`src/rtl/nr_pkg.sv`:
```
// rtl/nr_pkg.sv - shared types and constants for the NR quotient stage
// Fixed-point views, FSM state encoding and saturation constant.
package nr_pkg;
  localparam int N_W    = 16;
  localparam int R_INT  = 5;
  localparam int R_FRAC = 19;
  localparam int Q_FRAC = 8;
  localparam int Q_W    = N_W + Q_FRAC;
  localparam int ACC_W  = N_W + R_INT + R_FRAC;

  localparam logic [Q_W-1:0] Q_SAT = 24'hFFFFFF;

  typedef logic [4:-19] fxp_5_19_t;
  typedef logic [15:-8] fxp_16_8_t;

  typedef enum logic [1:0] {
    IDLE,
    MUL,
    FIN,
    HOLD
  } nr_q_state_e;
endpackage

```
`src/rtl/nr_seq_mul.sv`:
```
// rtl/nr_seq_mul.sv - serial 16x24 shift-add multiplier with start/last
// One multiplier bit per cycle; o_last marks the cycle of the final partial product.
module nr_seq_mul
  import nr_pkg::*;
(
  input  logic             clk,
  input  logic             rst_n,
  input  logic             i_start,
  input  logic [N_W-1:0]   i_a,
  input  fxp_5_19_t        i_b,
  output logic [ACC_W-1:10] o_acc_hi,
  output logic             o_last
);
  logic [N_W-1:0]   r_a;
  logic [23:0]      r_b;
  logic [ACC_W-1:0] r_acc;
  logic [3:0]       r_cnt;
  logic             r_run;
  logic [ACC_W-1:0] w_addend;

  always_comb begin
    w_addend = '0;
    if (r_a[r_cnt]) begin
      w_addend = {{(ACC_W-24){1'b0}}, r_b} << r_cnt;
    end
  end

  always_ff @(posedge clk or negedge rst_n) begin
    if (!rst_n) begin
      r_a   <= '0;
      r_b   <= '0;
      r_acc <= '0;
      r_cnt <= '0;
      r_run <= 1'b0;
    end else if (i_start) begin
      r_a   <= i_a;
      r_b   <= i_b;
      r_acc <= '0;
      r_cnt <= '0;
      r_run <= 1'b1;
    end else if (r_run) begin
      r_acc <= r_acc + w_addend;
      r_cnt <= r_cnt + 4'd1;
      if (r_cnt == 4'd15) begin
        r_run <= 1'b0;
      end
    end
  end

  // Bits below the half-LSB of the quotient never influence the result.
  assign o_acc_hi = r_acc[ACC_W-1:10];
  assign o_last   = r_run && (r_cnt == 4'd15);
endmodule

```
`src/rtl/nr_quotient_unit.sv`:
```
// rtl/nr_quotient_unit.sv - quotient Q = N*R with saturation, after the NR reciprocal
// QUOTIENT_ROUND_EN selects round-half-up instead of truncation in FIN.
module nr_quotient_unit
  import nr_pkg::*;
(
  input  logic             clk,
  input  logic             rst_n,
  input  logic             in_valid,
  output logic             in_ready,
  input  logic [N_W-1:0]   dividend,
  input  logic [23:0]      recip,
  output logic             out_valid,
  input  logic             out_ready,
  output logic [Q_W-1:0]   quotient,
  output logic             overflow,
  output logic             busy
);
`ifdef QUOTIENT_ROUND_EN
  localparam logic ROUND_EN = 1'b1;
`else
  localparam logic ROUND_EN = 1'b0;
`endif

  nr_q_state_e r_state;
  logic        r_rzero;
  fxp_16_8_t   r_quotient;
  logic        r_overflow;
  logic        r_out_valid;

  logic              w_start;
  logic [ACC_W-1:10] w_acc_hi;
  logic              w_last;
  logic [29:0]       w_t;
  logic              w_sat;

  assign w_start = (r_state == IDLE) && in_valid;

  nr_seq_mul u_mul (
    .clk      (clk),
    .rst_n    (rst_n),
    .i_start  (w_start),
    .i_a      (dividend),
    .i_b      (recip),
    .o_acc_hi (w_acc_hi),
    .o_last   (w_last)
  );

  // acc >> (R_FRAC-Q_FRAC) plus optional half-LSB; one spare bit catches the round carry.
  assign w_t   = {1'b0, w_acc_hi[ACC_W-1:11]} + {29'd0, w_acc_hi[10] & ROUND_EN};
  assign w_sat = r_rzero || (w_t[29:24] != 6'd0);

  always_ff @(posedge clk or negedge rst_n) begin
    if (!rst_n) begin
      r_state     <= IDLE;
      r_rzero     <= 1'b0;
      r_quotient  <= '0;
      r_overflow  <= 1'b0;
      r_out_valid <= 1'b0;
    end else begin
      case (r_state)
        IDLE: begin
          if (in_valid) begin
            r_rzero <= (recip == 24'd0);
            r_state <= MUL;
          end
        end
        MUL: begin
          if (w_last) begin
            r_state <= FIN;
          end
        end
        FIN: begin
          r_quotient  <= w_sat ? Q_SAT : w_t[23:0];
          r_overflow  <= w_sat;
          r_out_valid <= 1'b1;
          r_state     <= HOLD;
        end
        HOLD: begin
          if (out_ready) begin
            r_out_valid <= 1'b0;
            r_state     <= IDLE;
          end
        end
        default: r_state <= IDLE;
      endcase
    end
  end

  assign in_ready  = (r_state == IDLE);
  assign busy      = (r_state != IDLE);
  assign out_valid = r_out_valid;
  assign quotient  = r_quotient;
  assign overflow  = r_overflow;
endmodule

```
`config.mk`:
```
export PLATFORM = sky130hd
export DESIGN_NAME = nr_quotient_unit
export DESIGN_NICKNAME = d
export VERILOG_FILES = /design/src/rtl/nr_pkg.sv /design/src/rtl/nr_seq_mul.sv /design/src/rtl/nr_quotient_unit.sv
export SDC_FILE = /design/constraint.sdc
export NUM_CORES = 1
export LEC_CHECK = 0
export CAP_MARGIN = 15
export CORE_ASPECT_RATIO = 2
export CORE_MARGIN = 2
export CORE_UTILIZATION = 50
export CTS_CLUSTER_DIAMETER = 30
export DETAILED_ROUTE_END_ITERATION = 6
export GPL_ROUTABILITY_DRIVEN = 0
export PLACE_DENSITY = 0.74
export SETUP_SLACK_MARGIN = 0.15
export SYNTH_ARGS = -nofsm -noshare
export SYNTH_HDL_FRONTEND = slang
export SYNTH_HIERARCHICAL = 1
export SYNTH_SLANG_ARGS = --single-unit
```
`constraint.sdc`:
```
create_clock -name clk -period 5.2 [get_ports clk]
set_clock_uncertainty 0.2 [all_clocks]
set_input_delay 0.52 -clock clk [delete_from_list [all_inputs] [get_ports clk]]
set_output_delay 0.52 -clock clk [all_outputs]
set_load 0.02 [all_outputs]
```
; Word-level counts from Yosys, hierarchy flattened
; Cells that the tools add are included.
[totals]
reg_bits = 114
output_inout_bits = 28
in_bits = 44
romBits = 0
mem_bits_rw = 0
latch_bits = 0
n_memories = 0
word_cells = 50
[op_classes]
n_div = 0
mul = 0
n_shift = 1
muxes = 17
bitwise_logic = 0
eq_ne = 7
addsub = 2
n_lt_le_gt_ge = 1
reduce_logical = 12
[ops]
columns = operator, count
row1 = $mux W40, 3
row2 = $add A40 B40 Y40, 1
row3 = $shl A24 B4 Y40, 1
row4 = $logic_not A24 Y1, 1
row5 = $mux W24, 1
row6 = $mux W4, 2
row7 = $pmux W2 S4, 1
row8 = $mux W2, 3
row9 = $reduce_bool A2 Y1, 3
row10 = $reduce_bool A6 Y1, 1
row11 = $lt A4 B5 Y1 const B, 1
row12 = $mux W1, 5
row13 = $add A4 B1 Y4 const B, 1
row14 = $bmux W1 S4, 1
row15 = $eq A2 B2 Y1 const B, 2
row16 = $eq A4 B4 Y1 const B, 1
row17 = $ne A2 B2 Y1 const B, 2
row18 = $reduce_and A2 Y1, 2
row19 = $reduce_and A3 Y1, 1
row20 = $eq A2 B1 Y1 const B, 1
row21 = $logic_and A1 B1 Y1, 2
row22 = $logic_not A2 Y1, 1
row23 = $ne A2 B1 Y1 const B, 1
row24 = $pmux W1 S2, 1
row25 = $logic_or A1 B1 Y1, 1

; Longest topological paths before layout
[logic_depth]
ltp_word = 6
depth_mapped = 20
mapped_depth_nobuf = 17

; Hierarchy
; The synthesis kept the hierarchy.
[modules_own_cells]
columns = mod, instances, seq_area_each_um2, area_per_inst_um2, cells_each
row1 = nr_seq_mul, 1, 2127.0, 7194.4, 808
row2 = nr_quotient_unit, 1, 725.7, 1201.2, 89

; Worst setup path after synthesis
; No wires, ideal clock.
[synth_path]
path_kind = reg2reg
start = reg u_mul.r_cnt[0]
end = reg u_mul.r_acc[39]
path_buffers = 4
stages_incl_launch_ff = 20
period_less_slack_ns = 4.313
arrival_ns = 3.986
required_time_ns = 4.873
setup_slack_ns = 0.887
setup_ns = 0.127
cell_sequence = dfrtp_1 -> buf_2 -> mux4_2 -> nand2_1 -> nand2_1 -> nand2_1 -> and2_1 -> clkbuf_1 -> clkbuf_1 -> a211oi_1 -> ha_1 -> buf_6 -> and4_1 -> and3_1 -> o21ai_2 -> a2111oi_2 -> a211oi_1 -> or4_4 -> nand4_1 -> o211ai_2
[synth_via]
elab_chain_cells = 6
elab_cells_between_ends = 7
cone_classes = add/sub: 1 / shift: 1 / mux: 5
[synth_lines]
columns = item, line_no
row1 = from (decl), nr_seq_mul.sv:17  ; logic [3:0] r_cnt;
row2 = from (signal assigned), nr_seq_mul.sv:43  ; r_cnt <= r_cnt + 4'd1;
row3 = $bmux W1 S4, nr_seq_mul.sv:23  ; if (r_a[r_cnt]) begin
row4 = $mux W1 (implied by the code), nr_seq_mul.sv:23
row5 = $mux W40 *, nr_seq_mul.sv:23
row6 = $add A40 B40 Y40 *, nr_seq_mul.sv:42  ; r_acc <= r_acc + w_addend;
row7 = $mux W40 *, nr_seq_mul.sv:41  ; end else if (r_run) begin
row8 = $mux W40 *, nr_seq_mul.sv:35  ; end else if (i_start) begin
row9 = to (signal assigned), nr_seq_mul.sv:42
row10 = to (decl), nr_seq_mul.sv:16  ; logic [ACC_W-1:0] r_acc;
; Mark *: on every way between the ends. The rest lies on a longest branch, timed or not. The select of a mux whose other input is x is not followed.
; A chain may end at the register's enable or synchronous reset.

; Worst setup path in the final report
[layout_path]
start = reg u_mul.r_cnt[0]
end = reg u_mul.r_acc[27]
; The elaborated chain is that of the path after synthesis.

==> key figures <==
Clocking
  – Worst skew pair latency: 0.41 ns
  – CTS clk-pin slew, worst paths: 0.06 ns
  – Clk sinks: 114
  – CTS root buf: clkbuf_16
  – CTS tree: built
  – Bufs on Longest Clock Path: 2
  – Hold_buf cts: 0
  – H-tree levels: 4
  – CTS Buf Count: 17

Critical path
  – WS Path Type: reg2reg
  – Critical path arrival: 4.71 ns
  – Worst setup EP type: flip-flop
  – Startpoint Class: flip-flop
  – Critical Path RT: 5.26 ns
  – Crit-path max FO: 17

Drt
  – # DRC: 0
  – Final wirelength: 22400 µm
  – Initial drt markers: 401
  – Wire length per cell: 19.8 µm
  – Via density: 6.27
  – Initial DRT Pass Iterations: 5
  – Post-route ant nets: 0
  – Vias: 7104

Cells and area
  – Final #Nets: 1003
  – P&R area growth vs syn: 13.4%
  – Non-Filler Instances: 1133
  – Antenna diodes: 0
  – Design Area, Final: 9510 µm²
  – Share of layout cells above drive strength 1: 13.9%

STA
  – Post-Route Setup TNS: 0 ns
  – Fin Hold WS: 0.0507 ns
  – Worst Tran Pin Value: 1.02 ns
  – Post-route minimum period: 4.64 ns
  – Final setup vio count: 0
  – Crit share post-route: 89.3%
  – RSZ-0062 raised after global routing: no
  – Endpoints failing hold: 0
  – Max Freq: 215 MHz
  – Fin. max-slew vios: 0
  – Rel. slew slack: 32.0%

Placed design
  – IO buf count: 71
  – Placed insts: 1102
  – Post-DP HPWL: 16300 µm
  – Cell area after placement: 8920 µm²

Power
  – Worst vdd ir: 0.185 mV
  – Psw: 446 µW
  – PD cells: 221 nW/µm²
  – Clk pwr share: 55.1%
  – Power share of the combinational group: 2.7%
  – Switching share of power: 21.2%
  – P_int: 1.66 mW
  – Leakage power: 4.15 nW
  – Final Power: 2.10 mW
  – Sequential share of power: 42.3%

Synth
  – Mapped Nets: 985
  – Mapped cell area: 8390 µm²
  – Mean Syn Cell Area: 9.36 µm²
  – Cell count after synthesis: 896
  – YS warnings: 6

Floorplanning
  – Initial Util: 50.5%
  – Core area: 16600 µm²
  – Die width: 95.6 µm
  – Die ar.: 17900 µm²
  – Std-Cell Rows: 67
  – Die extent in y: 187 µm
  – I/O pins: 72

Global routing
  – Initial antenna violation count: 0
  – Gr ovfl total: 0
  – Vias in the first global route: 7075
  – Overall routing resource usage: 25.8%
  – Largest net degree at the start of global routing: 74
  – First-pass GRT wire length: 35900 µm

Min path
  – Min-Delay Path Class: in2async

Status
  – Status: complete, no violations

Job
  – Max_cap viols: 0
==> timing repair <==
item / 4_1_cts / 5_1_grt
buffers inserted: 0 / 0
setup endpoints to repair: 0 / 2
resized for setup: 0 / 2
==> path summary, 6_finish.rpt <==
kind                                start              end  slack [ns]  cells past startpoint
max                        u_mul/r_cnt[0]  u_mul/r_acc[27]        0.56                     16
min                                 rst_n    u_mul/r_a[12]        0.05                      1
max reg2reg                u_mul/r_cnt[0]  u_mul/r_acc[27]        0.56                     16
min reg2reg                      overflow         overflow        0.28                      1
max in group asynchronous           rst_n   u_mul/r_cnt[0]        3.62                      2
min in group clk                 overflow         overflow        0.28                      1
==> registers in the layout, summed over array words and instances (netlist names) <==
signal and count:
overflow 1, u_mul/r_acc 40, out_valid 1, quotient 24, r_state 2, r_rzero 1
u_mul/r_run 1, u_mul/r_a 16, u_mul/r_cnt 4, u_mul/r_b 24
==> routing by layer <==
metal	wire length, µm	track usage [%]
met1	8510	29.4
met2	11400	43.2
met3	1020	4.51
met4	1430	16.7
met5	0	0
==> worst max-delay path: stages, from the launching register on <==
cell and delay (ns):
dfrtp_2 0.45, mux4_2 0.52, nand2_1 0.08, nand2_1 0.07, nand2_1 0.26, and2_2 0.42
a211oi_1 0.11, ha_1 0.45, and4_1 0.26, and3_1 0.18, o21ai_2 0.09, a2111oi_2 0.37
a211oi_1 0.10, buf_4 0.17, or3_2 0.46, nand4_1 0.17, o311ai_2 0.13
==> through the flow <==
| stage | utilization (%) | setup WS [ns] |
|---|---|---|
| after global placement | 53.8 | 0.641 |
| final | 57.3 | 0.559 |
| after global routing | 57.3 | 0.261 |
| after CTS | 57.3 | 0.453 |
| after floorplan | - | 0.887 |
| after detailed placement | 53.8 | 0.499 |
==> power groups by stage <==
stage                     registers, mW  clock network (mW)  logic [mW]
after floorplan                   0.904                   0     0.00147
after global placement            0.903                   0      0.0568
after detailed placement          0.903                   0      0.0573
after CTS                         0.888                1.18      0.0576
after global routing              0.887                1.22      0.0620
final                             0.888                1.16      0.0559
==> cell usage in the layout (no fill, tap or decap), drive strengths merged, types with 33 or more instances in the layout <==
cell type / count
a211oi: 33
mux2i: 36
dfrtp: 114
ha: 44
clkdlybuf4s50: 70
o21ai: 41
nor2: 86
nand2: 66
mux2: 48
a21oi: 68
==> cell type report <==
type | instances | area [µm²]
clock inverters | 9 | 106
flip-flops and latches | 114 | 2850
repair buffers | 85 | 817
inverters | 16 | 60.1
multi-input cells | 680 | 4940
fillers | 1451 | 7090
clock buffers | 22 | 474
well taps | 207 | 259
No activity file was read; power rests on OpenSTA's default activity.
